`src/rtl/tohost_pkg.sv`:
```
// Shared types and helpers for the tohost/fromhost test monitor.
// Latency: n/a (package: state encoding, constants, byte-merge helper).
// Backpressure: n/a.
package tohost_pkg;

  typedef enum logic [1:0] {
    RUN     = 2'd0,
    PASS    = 2'd1,
    FAIL    = 2'd2,
    TIMEOUT = 2'd3
  } state_t;

  // riscv-tests writes exactly 1 to tohost on success
  localparam logic [31:0] PASS_CODE         = 32'h0000_0001;
  localparam logic [31:0] DEF_TOHOST_ADDR   = 32'h0000_1000;
  localparam logic [31:0] DEF_FROMHOST_ADDR = 32'h0000_1040;

  // Merge the byte lanes selected by we from new_w into old_w.
  function automatic logic [31:0] merge_bytes(input logic [31:0] old_w,
                                              input logic [31:0] new_w,
                                              input logic [3:0]  we);
    logic [31:0] merged;
    merged = old_w;
    for (int i = 0; i < 4; i++) begin
      if (we[i]) merged[i*8 +: 8] = new_w[i*8 +: 8];
    end
    return merged;
  endfunction

endpackage

```
`src/rtl/tohost_cycle_counter.sv`:
```
// Saturating 32-bit cycle counter with enable and a terminal-value match flag.
// Latency: count updates at the edge after en; at_term is combinational on count.
// Backpressure: none; holds at 32'hFFFF_FFFF instead of wrapping.
module tohost_cycle_counter (
  input  logic        clk,
  input  logic        rst_n,
  input  logic        en,
  input  logic [31:0] term,
  output logic [31:0] count,
  output logic        at_term
);

  // count enabled cycles, sticking at all-ones
  always_ff @(posedge clk or negedge rst_n) begin
    if (!rst_n) begin
      count <= 32'd0;
    end else if (en && (count != 32'hFFFF_FFFF)) begin
      count <= count + 32'd1;
    end
  end

  assign at_term = (count == term);

endmodule

```
`src/rtl/tohost_monitor.sv`:
```
// Memory-mapped tohost/fromhost responder that turns tohost stores into a sticky verdict.
// Latency: verdict and read data appear one cycle after the bus access; mem_hit is combinational.
// Backpressure: none on the bus; halt_req asks the core to stall once a verdict exists.
// Optional: define TOHOST_WATCHDOG_EN to build the TIMEOUT_CYCLES watchdog.
module tohost_monitor
  import tohost_pkg::*;
#(
  parameter logic [31:0] TOHOST_ADDR    = DEF_TOHOST_ADDR,
  parameter logic [31:0] FROMHOST_ADDR  = DEF_FROMHOST_ADDR,
  parameter logic [31:0] TIMEOUT_CYCLES = 32'd1_000_000
) (
  input  logic        sys_clk,
  input  logic        sys_rst_n,
  input  logic [31:0] mem_addr,
  input  logic [3:0]  mem_we,
  input  logic [31:0] mem_wdata,
  input  logic        mem_re,
  output logic [31:0] mem_rdata,
  output logic        mem_hit,
  output logic        test_done,
  output logic        test_pass,
  output logic        test_timeout,
  output logic [30:0] test_code,
  output logic [31:0] cycle_count,
  output logic        halt_req
);

  state_t      state;
  state_t      state_nxt;
  logic [31:0] tohost;
  logic [31:0] fromhost;
  logic [31:0] to_nxt;
  logic        hit_to;
  logic        hit_from;
  logic        wr_any;
  logic        to_wr;
  logic        run_en;
  logic        unused_addr_lsb;

  // word decode: byte-offset bits never take part
  assign hit_to          = (mem_addr[31:2] == TOHOST_ADDR[31:2]);
  assign hit_from        = (mem_addr[31:2] == FROMHOST_ADDR[31:2]);
  assign mem_hit         = hit_to | hit_from;
  assign unused_addr_lsb = ^mem_addr[1:0];

  assign wr_any = |mem_we;
  assign to_nxt = merge_bytes(tohost, mem_wdata, mem_we);
  // tohost freezes as soon as a verdict exists
  assign to_wr  = wr_any & hit_to & (state == RUN);
  assign run_en = (state == RUN);

`ifdef TOHOST_WATCHDOG_EN
  logic at_term;
  logic timeout_hit;

  tohost_cycle_counter u_run_counter (
    .clk     (sys_clk),
    .rst_n   (sys_rst_n),
    .en      (run_en),
    .term    (TIMEOUT_CYCLES - 32'd1),
    .count   (cycle_count),
    .at_term (at_term)
  );

  // zero timeout budget means the watchdog never fires
  assign timeout_hit = (TIMEOUT_CYCLES != 32'd0) && at_term;
`else
  logic        unused_at_term;
  logic [31:0] unused_timeout_cfg;

  tohost_cycle_counter u_run_counter (
    .clk     (sys_clk),
    .rst_n   (sys_rst_n),
    .en      (run_en),
    .term    (32'hFFFF_FFFF),
    .count   (cycle_count),
    .at_term (unused_at_term)
  );

  assign unused_timeout_cfg = TIMEOUT_CYCLES;
`endif

  // verdict state register
  always_ff @(posedge sys_clk or negedge sys_rst_n) begin
    if (!sys_rst_n) state <= RUN;
    else            state <= state_nxt;
  end

  // next verdict from the merged tohost word; a verdict store beats the watchdog
  always_comb begin
    state_nxt    = state;
    test_done    = 1'b0;
    test_pass    = 1'b0;
    test_timeout = 1'b0;
    test_code    = 31'd0;

    if (state == RUN) begin
      if (to_wr && (to_nxt == PASS_CODE)) begin
        state_nxt = PASS;
      end else if (to_wr && to_nxt[0]) begin
        state_nxt = FAIL;
`ifdef TOHOST_WATCHDOG_EN
      end else if (timeout_hit) begin
        state_nxt = TIMEOUT;
`endif
      end
    end

    case (state)
      PASS:    begin test_done = 1'b1; test_pass = 1'b1; end
      FAIL:    begin test_done = 1'b1; test_code = tohost[31:1]; end
      TIMEOUT: begin test_done = 1'b1; test_timeout = 1'b1; end
      default: ;
    endcase
  end

  assign halt_req = test_done;

  // register writes and one-cycle read data; reads see pre-write contents
  always_ff @(posedge sys_clk or negedge sys_rst_n) begin
    if (!sys_rst_n) begin
      tohost    <= 32'd0;
      fromhost  <= 32'd0;
      mem_rdata <= 32'd0;
    end else begin
      if (to_wr) tohost <= to_nxt;
      if (wr_any && hit_from) fromhost <= merge_bytes(fromhost, mem_wdata, mem_we);
      if (mem_re && mem_hit) mem_rdata <= hit_to ? tohost : fromhost;
      else                   mem_rdata <= 32'd0;
    end
  end

endmodule
```
`config.mk`:
```
export PLATFORM = sky130hd
export DESIGN_NAME = tohost_monitor
export DESIGN_NICKNAME = d
export VERILOG_FILES = /design/src/rtl/tohost_pkg.sv /design/src/rtl/tohost_cycle_counter.sv /design/src/rtl/tohost_monitor.sv
export SDC_FILE = /design/constraint.sdc
export NUM_CORES = 1
export LEC_CHECK = 0
export ABC_CLOCK_PERIOD_IN_PS = 5400
export BUFFER_PORTS_ARGS = -buffer_cell sky130_fd_sc_hd__buf_2
export CAP_MARGIN = 0
export CELL_PAD_IN_SITES_DETAIL_PLACEMENT = 0
export CELL_PAD_IN_SITES_GLOBAL_PLACEMENT = 1
export CORE_MARGIN = 1.5
export CORE_UTILIZATION = 43
export DETAILED_ROUTE_END_ITERATION = 10
export PLACE_DENSITY = 0.85
export SLEW_MARGIN = 0
export SYNTH_ARGS = -nofsm -noshare
export SYNTH_HDL_FRONTEND = slang
export SYNTH_SLANG_ARGS = --single-unit
```
`constraint.sdc`:
```
create_clock -name sys_clk -period 5.4 [get_ports sys_clk]
set_clock_uncertainty 0.2 [all_clocks]
set_input_delay 1.62 -clock sys_clk [delete_from_list [all_inputs] [get_ports sys_clk]]
set_output_delay 1.62 -clock sys_clk [all_outputs]
set_load 0.02 [all_outputs]
```
Yosys cells after proc, flatten, opt, wreduce, memory -nomap -nowiden
Cells that the tools add are included.
{ "word_totals": {"regBits": 130, "out_inout_bits": 100, "in_bits": 71, "wordCells": 45} }
{ "op_classes": {"eq_ne": 7, "n_addsub": 1, "mux": 12, "bitwise": 3, "n_reduce_logical": 14} }
{ "ops": {"columns": ["op", "n"], "rows": [
  ["32-bit 2-to-1 mux", 2],
  ["30-bit by 11-bit == test with 1-bit output (second input constant)", 2],
  ["32-bit by 1-bit adder with 32-bit output (second input constant)", 1],
  ["32-bit by 1-bit == test with 1-bit output (second input constant)", 1],
  ["8-bit 2-to-1 mux", 4],
  ["32-bit != test (second input constant)", 1],
  ["31-bit 2-to-1 mux", 1],
  ["2-bit AND reduction", 5],
  ["1-bit logical AND", 5],
  ["2-bit == test (second input constant)", 2],
  ["2-bit 2-to-1 mux", 2],
  ["4-bit OR reduction", 1],
  ["1-bit 2-to-1 mux", 3],
  ["3-bit OR reduction", 1],
  ["1-bit bitwise AND", 2],
  ["2-bit by 1-bit == test with 1-bit output (second input constant)", 1],
  ["2-bit logical NOT", 1],
  ["2-bit nonzero test", 1],
  ["1-bit bitwise OR", 1]
]} }

Depth between registers and ports, before layout
Gate-level depths: netlist of run 1.
{ "depth": {"depth_word": 6, "ltp_mapped": 7, "depth_no_buf": 6} }

By module
From an unflattened synthesis of run 1, not the netlist that was laid out.
{ "unflattened": {"hier_cells": 531, "hier_area_um2": 6374.9} }
{ "by_module_without_submodules": {"columns": ["mod", "seq_area_each_um2", "n_inst", "area_each_um2", "cells_each"], "rows": [
  ["tohost_monitor", 2452.4, 1, 4464.3, 348],
  ["tohost_cycle_counter", 800.8, 1, 1910.6, 183]
]} }

Least setup slack after synthesis of run 1
OpenSTA, ideal clock, no wires.
{ "synth_timing": {"path_kind": "input to output", "start": "input port mem_addr[13]", "end": "output port mem_hit", "t_arrival_ns": 2.452, "slack_ns": 1.128, "required_ns": 3.580, "n_path_buf": 0, "stages": 3, "path_cell_list": "nor4b_1 nand4_1 nor2_1"} }
{ "synth_between": {"elab_chain_len": 2, "word_cells_on_any_way": 3, "classes_between": "eq/ne: 2; bitwise: 1"} }
{ "synth_rtl": {"columns": ["element", "line_no", "source"], "rows": [
  ["start, declared", "tohost_monitor.sv:14", "input logic [31:0] mem_addr,"],
  ["30-bit by 11-bit == test with 1-bit output (on tied branches)", "tohost_monitor.sv:41, tohost_monitor.sv:42", null],
  ["1-bit bitwise OR *", "tohost_monitor.sv:43", "assign mem_hit = hit_to | hit_from;"],
  ["end, declared", "tohost_monitor.sv:19", "output logic mem_hit,"]
]} }
Mark *: on every way between the ends. The rest lies on a longest branch, timed or not.

Worst setup path in the final report of run 1
{ "layout_timing": {"start": "input port mem_addr[9]", "end": "output port mem_hit"} }
Same word-level chain as after synthesis.

==> impl_metrics.tcl, run 1 <==
set metrics [dict create \
    clock-root-buffer "clkbuf_16" \
    worst_ir_drop_vdd_mv 0.163 \
    synth.avg_cell_area_um2 12.2 \
    synth_commonest_cells "dfrtp_1 (130), mux2_2 (65), nor2_1 (53), mux2i_1 (34), and2_1 (33)" \
    setup_viol 0 \
    drt_iter0_markers 228 \
    p_per_area_mw_per_mm2 309 \
    grt_start_max_net_pins 67 \
    cts_sinks 130 \
    reg2reg_slack_ns 2.91 \
    use_met3_pct 6.90 \
    hp-start "u_run_counter.count[18]$_DFFE_PN0P_" \
    track_usage_pct 21.5 \
    cp_cell_sequence "buf_2 -> nor4_1 -> nand4_1 -> nor2_1 -> buf_2" \
    min_path_type "flip-flop to flip-flop" \
    critPathKind "input pin to output pin" \
    pre_cts_ws_ns 0.832 \
    status "completed" \
    tightestPinTransition_ns 1.11 \
    cp.required_ns 3.58 \
    synth_cell_type_count 40 \
    die_w_um 119 \
    ys_ff_latch 130 \
    cts_resized 0 \
    io_buffers 168 \
    antenna_found_initial 1 \
    post_cts.repair.setup_buffers 0 \
    p_leak_nw 3.82 \
    synth_top_area_share_pct 56.3 \
    routed_wl_um 14300 \
    max_cap_violations 0 \
    path_max_fanout 2 \
    post-route-min-period_ns 4.57 \
    regToRegStartpoint "state[0]$_DFFE_PN0P_" \
    drc 0 \
    numCtsBuffers 17 \
    synth_top_flop_cell "dfrtp_1" \
    clk_latency_ns 0.42 \
    cp-start-kind "input pin" \
    slowest_stage "nor4_1" \
    layout.nets 720 \
    die_h_um 119 \
    vias_per_cell 5.27 \
    use_met2_pct 36.2 \
    crit_path_frequent_cell "buf_2" \
    grt_pass1_vias 4533 \
    cpPeakStageDelay_ns 0.30 \
    wire_per_inst_um 17.0 \
    drtPass1Iterations 4 \
    die-area_mm2 0.0141 \
    synth_nets 547 \
    period_share_pct 84.6 \
    slew_headroom_pct 26.0 \
    clk_pin_slew_ns 0.05 \
    synth-edff-count 0 \
    synthTopCellsByArea "dfrtp_1 (56%), mux2_2 (13%), mux2i_1 (5.9%), and2_1 (3.6%), xnor2_1 (3.5%)" \
    slew_violations 0 \
    synth_cells 475 \
    row_count 42 \
    async_flop_share_pct 100 \
    gr-total-overflow 0 \
    grt_use_met1_pct 25.5 \
    area_growth_pct 29.5 \
    ant_nets 0 \
    hold_path_end "u_run_counter.count[18]$_DFFE_PN0P_" \
    initial_utilization_pct 43.8 \
    grt_pass1_wl_um 23200 \
    ys_seq_area_share_pct 56.3 \
    fin_setup_tns_ns 0 \
    syn_area_mm2 0.00578 \
    rr_worst_depth 6 \
    gp_routability_congestion 0.798 \
    busiest_layer "met2" \
    rsz0062_at_grt "false" \
    synth_top_area_cell "dfrtp_1" \
    core_region_area_mm2 0.0132 \
    cts_hold_buf 0 \
    cts_tree "built" \
    yosysWarnings 0 \
    final.setup.worst_slack_ns 0.831 \
    clock_path_buffers 2 \
    crit_arrival_ns 2.75 \
    yosysMostFrequentCell "dfrtp_1" \
    min_path_cells 1 \
    hold_violations 0 \
    drive_gt1_share_pct 42.5 \
    cp-end-kind "output pin" \
    io_pins 171 \
    htree_levels 4 \
    num_vias 4418 \
    fmax_ghz 0.219 \
    dpl.hpwl_um 10200 \
    r2r_end "u_run_counter.count[24]$_DFFE_PN0P_" \
]
logic make-up (layout without fill, tap and decap cells):
logic type	after synthesis	after routing	share of synthesized area [%]
AO/OA/AOI/OAI	14	14	1.88
XOR/XNOR	30	30	4.55
adder cells (fa/ha/maj)	1	1	0.217
buffers and inverters	25	211	1.91
flip-flops	130	130	56.3
multiplexers	99	99	18.6
other	0	1	0
AND/OR/NAND/NOR	176	176	16.6
critical path: cells and delay by family:
| kind | cells | cell delay, ns |
|---|---|---|
| and+or+nand+nor | 3 | 0.81 |
| buffers and inverters | 2 | 0.32 |
power by group:
| group | internal, mW | switching [mW] |
|---|---|---|
| Sequential | 0.975 | 0.00000000401 |
| Clock | 0.865 | 0.406 |
| Combinational | 0.0239 | 0.0415 |
| Total | 1.86 | 0.447 |
layout by cell type, fill, tap and decap left out, drive strengths merged, types with 3 or more instances in the layout:
cell type / count
and3: 15
clkinv: 4
xnor2: 23
and2: 33
buf: 175
nor2: 53
nand2: 11
clkbuf: 22
dfrtp: 130
nand4: 16
xor2: 7
nor3: 9
inv: 4
or4: 5
nor4: 15
nand3: 11
bufinv: 5
mux2i: 34
mux2: 65
a22oi: 3
state kept, by name, indices dropped and copies added, names as in the netlist:
signal and count:
state 2, mem_rdata 32, u_run_counter.count 32, fromhost 32
tohost 32
cell type report:
type                       count  area (um2)
tap                          176         220
timing repair buffer         175         908
sequential                   130        3250
multi-input combinational    320        2420
clock inverter                10         178
fill                        1115        5710
inverter                       4        15.0
antenna                        1        2.50
clock buffer                  22         484
per-stage QoR:
stage	std cells	instance area, um2	util, %	hold WS (ns)	power, mW
after global routing	837	7480	56.7	0.320	2.39
after floorplan	475	5780	-	0.280	0.999
final	838	7480	56.7	0.297	2.31
after global placement	805	6820	51.7	0.280	1.06
after CTS	837	7480	56.7	0.301	2.34
after detailed placement	805	6820	51.7	0.288	1.06
worst max path at each step:
stage	slack, ns	cells after the start	start	to
after global placement	0.83	5	mem_addr[9]	mem_hit
after floorplan	1.13	3	mem_addr[13]	mem_hit
final	0.83	5	mem_addr[9]	mem_hit
after CTS	0.83	5	mem_addr[9]	mem_hit
after detailed placement	0.83	5	mem_addr[9]	mem_hit
after global routing	0.75	5	mem_addr[9]	mem_hit
layer usage:
metal | share of wire, % | vias up
met5 | 0 | -
met2 | 50 | 170
met1 | 40 | 2203
met3 | 7.5 | 24
li1 | - | 2021
met4 | 1.8 | 0
Note: power is estimated with default switching activity, not from simulation.
==> run 2, diff against run 1 <==
Settings changed: ABC_CLOCK_PERIOD_IN_PS 5400 to 3800, CORE_UTILIZATION 43 to 36, PLACE_DENSITY 0.85 to 0.76.
Clock period 5.4 ns to 3.8 ns, I/O delays scaled along.
==> run 2 against run 1 <==
  * Combinational power up 44%
  * Critical path type unchanged
  * Sequential power up 43%
  * Largest cell class unchanged
  * Worst hold slack about the same
  * Largest power group unchanged
==> impl_metrics.tcl, run 2 (synthesized netlist as in run 1, its figures left out) <==
set metrics [dict create \
    regArea_mm2 0.00325 \
    layout.nets 722 \
    final.setup.worst_slack_ns 0.236 \
    row_count 46 \
    num_vias 4303 \
    rsz0062_at_grt "false" \
    crit_start "mem_addr[21]" \
    p_per_area_mw_per_mm2 414 \
    cp-end-kind "output pin" \
    cp-start-kind "input pin" \
    post-route-min-period_ns 3.56 \
    worst_ir_drop_vdd_mv 0.293 \
    fillCellCount 1483 \
    cts_resized 0 \
    cp.depth 5 \
    core_region_area_mm2 0.0158 \
    ant_nets 0 \
    fmax_ghz 0.281 \
    grt_pass1_wl_um 23000 \
    fin_setup_tns_ns 0 \
    crit_arrival_ns 2.22 \
    status "completed" \
    track_usage_pct 18.1 \
    finish.utilization_pct 47.5 \
    cpPeakStageDelay_ns 0.42 \
    cts_sinks 130 \
    drtPass1Iterations 4 \
    grt_pass1_vias 4439 \
    place_area_mm2 0.00691 \
    initial_utilization_pct 36.6 \
    io_buffers 168 \
    slew_headroom_pct 57.7 \
    cp_top_family "simple AND/OR/NAND/NOR gates" \
    p_leak_nw 3.80 \
    numCtsBuffers 17 \
    multi_input_area_mm2 0.00242 \
    antenna_cells 0 \
    cp.required_ns 2.46 \
    drive_gt1_share_pct 42.1 \
    period_share_pct 93.8 \
    die_w_um 130 \
    clk_latency_ns 0.41 \
    clock_path_buffers 2 \
    post_cts.repair.setup_buffers 0 \
    cts_hold_buf 0 \
    final_cell_mix "buf_2 (167), dfrtp_1 (130), mux2_2 (65), nor2_1 (53), mux2i_1 (34)" \
    hold_violations 0 \
    r2r_end "state[0]$_DFFE_PN0P_" \
    rr_worst_depth 5 \
    pre_cts_ws_ns 0.215 \
    critPathKind "input pin to output pin" \
    wire_per_inst_um 16.6 \
    fin_total_pwr_mw 3.10 \
    path_max_fanout 2 \
    routed_wl_um 14600 \
    dpl.hpwl_um 10500 \
    drc 0 \
    cp_cell_sequence "buf_2 -> nor4_1 -> nand4_1 -> nor2_1 -> buf_2" \
    regToRegStartpoint "tohost[14]$_DFFE_PN0N_" \
    vias_per_cell 4.91 \
    reg2reg_slack_ns 1.37 \
    grt_start_max_net_pins 52 \
    area_growth_pct 29.7 \
    crit_path_frequent_cell "buf_2" \
    final_area_mm2 0.00749 \
    endpoint "mem_hit" \
    clock-root-buffer "clkbuf_16" \
    drt_iter0_markers 193 \
    setup_viol 0 \
    max_cap_violations 0 \
    gr-total-overflow 0 \
    min_path_type "flip-flop to flip-flop" \
    clk_pin_slew_ns 0.05 \
    die_h_um 130 \
    cts_tree "built" \
    slew_violations 0 \
    slowest_stage "nor4_1" \
    htree_levels 4 \
    final_common_cell "buf_2" \
    die-area_mm2 0.0168 \
    antenna_found_initial 0 \
    gp_routability_congestion 0.803 \
    tightestPinTransition_ns 0.628 \
    critical_path_buf_inv_count 2 \
    io_pins 171 \
]
## run 2: changes by cell type in the layout (fill, tap and decap cells not counted), sizes merged
cell	delta
clkinv	-1
clkinvlp	-1
bufinv	-2
buf	+2
diode	-1
clkbuf	+1
## run 2: metal layers
metal | global-route usage [%] | share of wire [%] | up-vias
met5 | 0 | 0 | -
met2 | 31.0 | 49 | 165
met1 | 21.6 | 43 | 2093
li1 | - | - | 2025
met4 | 6.60 | 1.4 | 0
met3 | 5.33 | 7.3 | 20
## run 2: worst register-to-register path, delay by kind of cell (launching register included)
kind | cells | cell delay [ns]
AND/OR/NAND/NOR | 3 | 1.31
flip-flops | 1 | 0.42
AO/OA/AOI/OAI | 1 | 0.28
multiplexers | 1 | 0.12
## run 2: how the worst min path moves through the flow
| stage | startpoint | to | slack [ns] | cells after the start |
|---|---|---|---|---|
| floorplan | fromhost[0]$_DFFE_PN0P_ | fromhost[0]$_DFFE_PN0P_ | 0.28 | 1 |
| global route | u_run_counter.count[19]$_DFFE_PN0P_ | u_run_counter.count[19]$_DFFE_PN0P_ | 0.31 | 1 |
| global placement | u_run_counter.count[18]$_DFFE_PN0P_ | u_run_counter.count[18]$_DFFE_PN0P_ | 0.28 | 1 |
| detailed placement | u_run_counter.count[19]$_DFFE_PN0P_ | u_run_counter.count[19]$_DFFE_PN0P_ | 0.29 | 1 |
| finish | u_run_counter.count[19]$_DFFE_PN0P_ | u_run_counter.count[19]$_DFFE_PN0P_ | 0.30 | 1 |
| CTS | u_run_counter.count[19]$_DFFE_PN0P_ | u_run_counter.count[19]$_DFFE_PN0P_ | 0.30 | 1 |
## run 2: final cells by class
| cell class | count | share of cell area, % |
|---|---|---|
| clock inverters | 6 | 1.40 |
| repair buffers | 177 | 12.7 |
| well taps | 216 | 3.61 |
| multi-input cells | 320 | 32.3 |
| flip-flops and latches | 130 | 43.4 |
| inverters | 4 | 0.200 |
| clock buffers | 23 | 6.38 |
## run 2: power by group
group / internal, mW / switching (mW) / total [mW]
logic: 0.0346 / 0.0597 / 0.0943
clock network: 1.07 / 0.550 / 1.62
registers: 1.39 / 0.00000000546 / 1.39
total: 2.49 / 0.610 / 3.10
## run 2: through the flow
step	std cells	hold slack [ns]
final	876	0.297
after global routing	876	0.314
after CTS	876	0.300
after detailed placement	847	0.291
after global placement	847	0.278
after floorplan	475	0.280
==> run 3, diff against run 2 <==
--- a/config.mk
+++ b/config.mk
@@ -14,2 +14,3 @@
 export CORE_UTILIZATION = 36
+export CTS_CLUSTER_DIAMETER = 200
 export DETAILED_ROUTE_END_ITERATION = 10
==> constraint.sdc (replaced) <==
create_clock -name sys_clk -period 3.8 [get_ports sys_clk]
set_clock_uncertainty 0.2 [all_clocks]
set_input_delay 0.38 -clock sys_clk [delete_from_list [all_inputs] [get_ports sys_clk]]
set_output_delay 0.38 -clock sys_clk [all_outputs]
set_load 0.02 [all_outputs]
==> run 3 against run 2 <==
  * Core utilization decreased by 0.45 points
  * Worst hold slack got worse by 0.27 ns
  * Critical endpoint is now test_code[12]
  * Routed wire length decreased by 0.61%
==> impl_metrics.tcl, run 3 (synthesized netlist as in run 1, its figures left out) <==
set metrics [dict create \
    fin_setup_tns_ns 0 \
    cts_resized 0 \
    cts_sinks 130 \
    hold_violations 0 \
    gr-total-overflow 0 \
    dpl.hpwl_um 10300 \
    slew_headroom_pct 43.2 \
    routed_wl_um 14500 \
    final_cell_mix "buf_2 (167), dfrtp_1 (130), mux2_2 (65), nor2_1 (53), mux2i_1 (34)" \
    cp-end-kind "output pin" \
    final_common_cell "buf_2" \
    min_path_type "input pin to flip-flop" \
    initial_utilization_pct 36.6 \
    io_buffers 168 \
    ant_nets 0 \
    cts_tree "built" \
    cp-start-kind "flip-flop" \
    path_max_fanout 22 \
    area_growth_pct 28.4 \
    htree_levels 4 \
    status "completed" \
    grt_pass1_wl_um 23100 \
    track_usage_pct 18.1 \
    clk_pin_slew_ns 0.06 \
    num_vias 4279 \
    clock_path_buffers 2 \
    period_share_pct 72.7 \
    row_count 46 \
    p_per_area_mw_per_mm2 407 \
    critPathKind "flip-flop to output pin" \
    die-area_mm2 0.0168 \
    clock-root-buffer "clkbuf_16" \
    slew_violations 0 \
    io_pins 171 \
    p_leak_nw 3.76 \
    antenna_cells 0 \
    pre_cts_ws_ns 0.931 \
    drc 0 \
    gp_routability_congestion 0.784 \
    drive_gt1_share_pct 41.3 \
    setup_viol 0 \
    drtPass1Iterations 4 \
    cp.required_ns 3.22 \
    drt_iter0_markers 171 \
    crit_arrival_ns 2.18 \
    die_w_um 130 \
    clk_latency_ns 0.41 \
    post-route-min-period_ns 2.76 \
    grt_pass1_vias 4399 \
    numCtsBuffers 17 \
    rsz0062_at_grt "false" \
    fmax_ghz 0.362 \
    wire_per_inst_um 16.6 \
    core_region_area_mm2 0.0158 \
    tightestPinTransition_ns 0.849 \
    vias_per_cell 4.90 \
    max_cap_violations 0 \
    worst_ir_drop_vdd_mv 0.315 \
    final.setup.worst_slack_ns 1.04 \
    antenna_found_initial 0 \
    grt_start_max_net_pins 79 \
    die_h_um 130 \
    layout.nets 719 \
]
run 3: routing by layer:
| layer | global-route usage, % | wire length (um) |
|---|---|---|
| met1 | 22.2 | 6290 |
| met2 | 30.3 | 7040 |
| met3 | 4.91 | 957 |
| met4 | 6.93 | 207 |
| met5 | 0 | 0 |
run 3: where the power goes:
part	switching, mW	internal (mW)	total [mW]
registers	0.00000000554	1.39	1.39
logic	0.0588	0.0346	0.0934
clock network	0.566	0.971	1.54
run 3: critical path, cell delays in order (launching register included):
cell and delay [ns]:
dfrtp_1 0.41, nor2b_2 0.73, buf_4 0.30, and2_1 0.14, buf_2 0.18
run 3: per-stage QoR:
stage          cell area [um2]  power, mW  hold WS (ns)  utilization, %  std cells
2_1_floorplan             5780       1.42        -0.116               -        475
3_3_place_gp              6860       1.50         0.252            43.5        843
3_5_place_dp              6860       1.51         0.260            43.5        843
4_1_cts                   7420       3.06      0.000794            47.0        874
5_1_grt                   7420       3.12        0.0197            47.0        874
6_report                  7420       3.02        0.0277            47.0        874
run 3: area by class of cell:
| type | count | area, um2 |
|---|---|---|
| clock inverters | 6 | 82.6 |
| clock buffers | 24 | 462 |
| multi-input cells | 320 | 2420 |
| inverters | 4 | 15.0 |
| well taps | 216 | 270 |
| flip-flops and latches | 130 | 3250 |
| repair buffers | 174 | 916 |
| fillers | 1504 | 8350 |
run 3: timing repair:
action | in CTS | in global routing
endpoints found under the hold margin | 52 | 0
hold buffers | 1 | 0
setup buffers | 0 | 0
run 3: final timing paths:
check | start | endpoint | slack, ns | cells after the start
hold reg to reg | u_run_counter.count[18]$_DFFE_PN0P_ | u_run_counter.count[18]$_DFFE_PN0P_ | 0.30 | 1
hold / removal | mem_wdata[5] | tohost[5]$_DFFE_PN0N_ | 0.03 | 2
setup / recovery | state[1]$_DFFE_PN0P_ | test_code[12] | 1.04 | 4
setup reg to reg | state[0]$_DFFE_PN0P_ | u_run_counter.count[28]$_DFFE_PN0P_ | 1.38 | 6
max in group asynchronous | sys_rst_n | mem_rdata[12]$_DFF_PN0_ | 2.20 | 3
min in group asynchronous | sys_rst_n | mem_rdata[27]$_DFF_PN0_ | 0.34 | 2
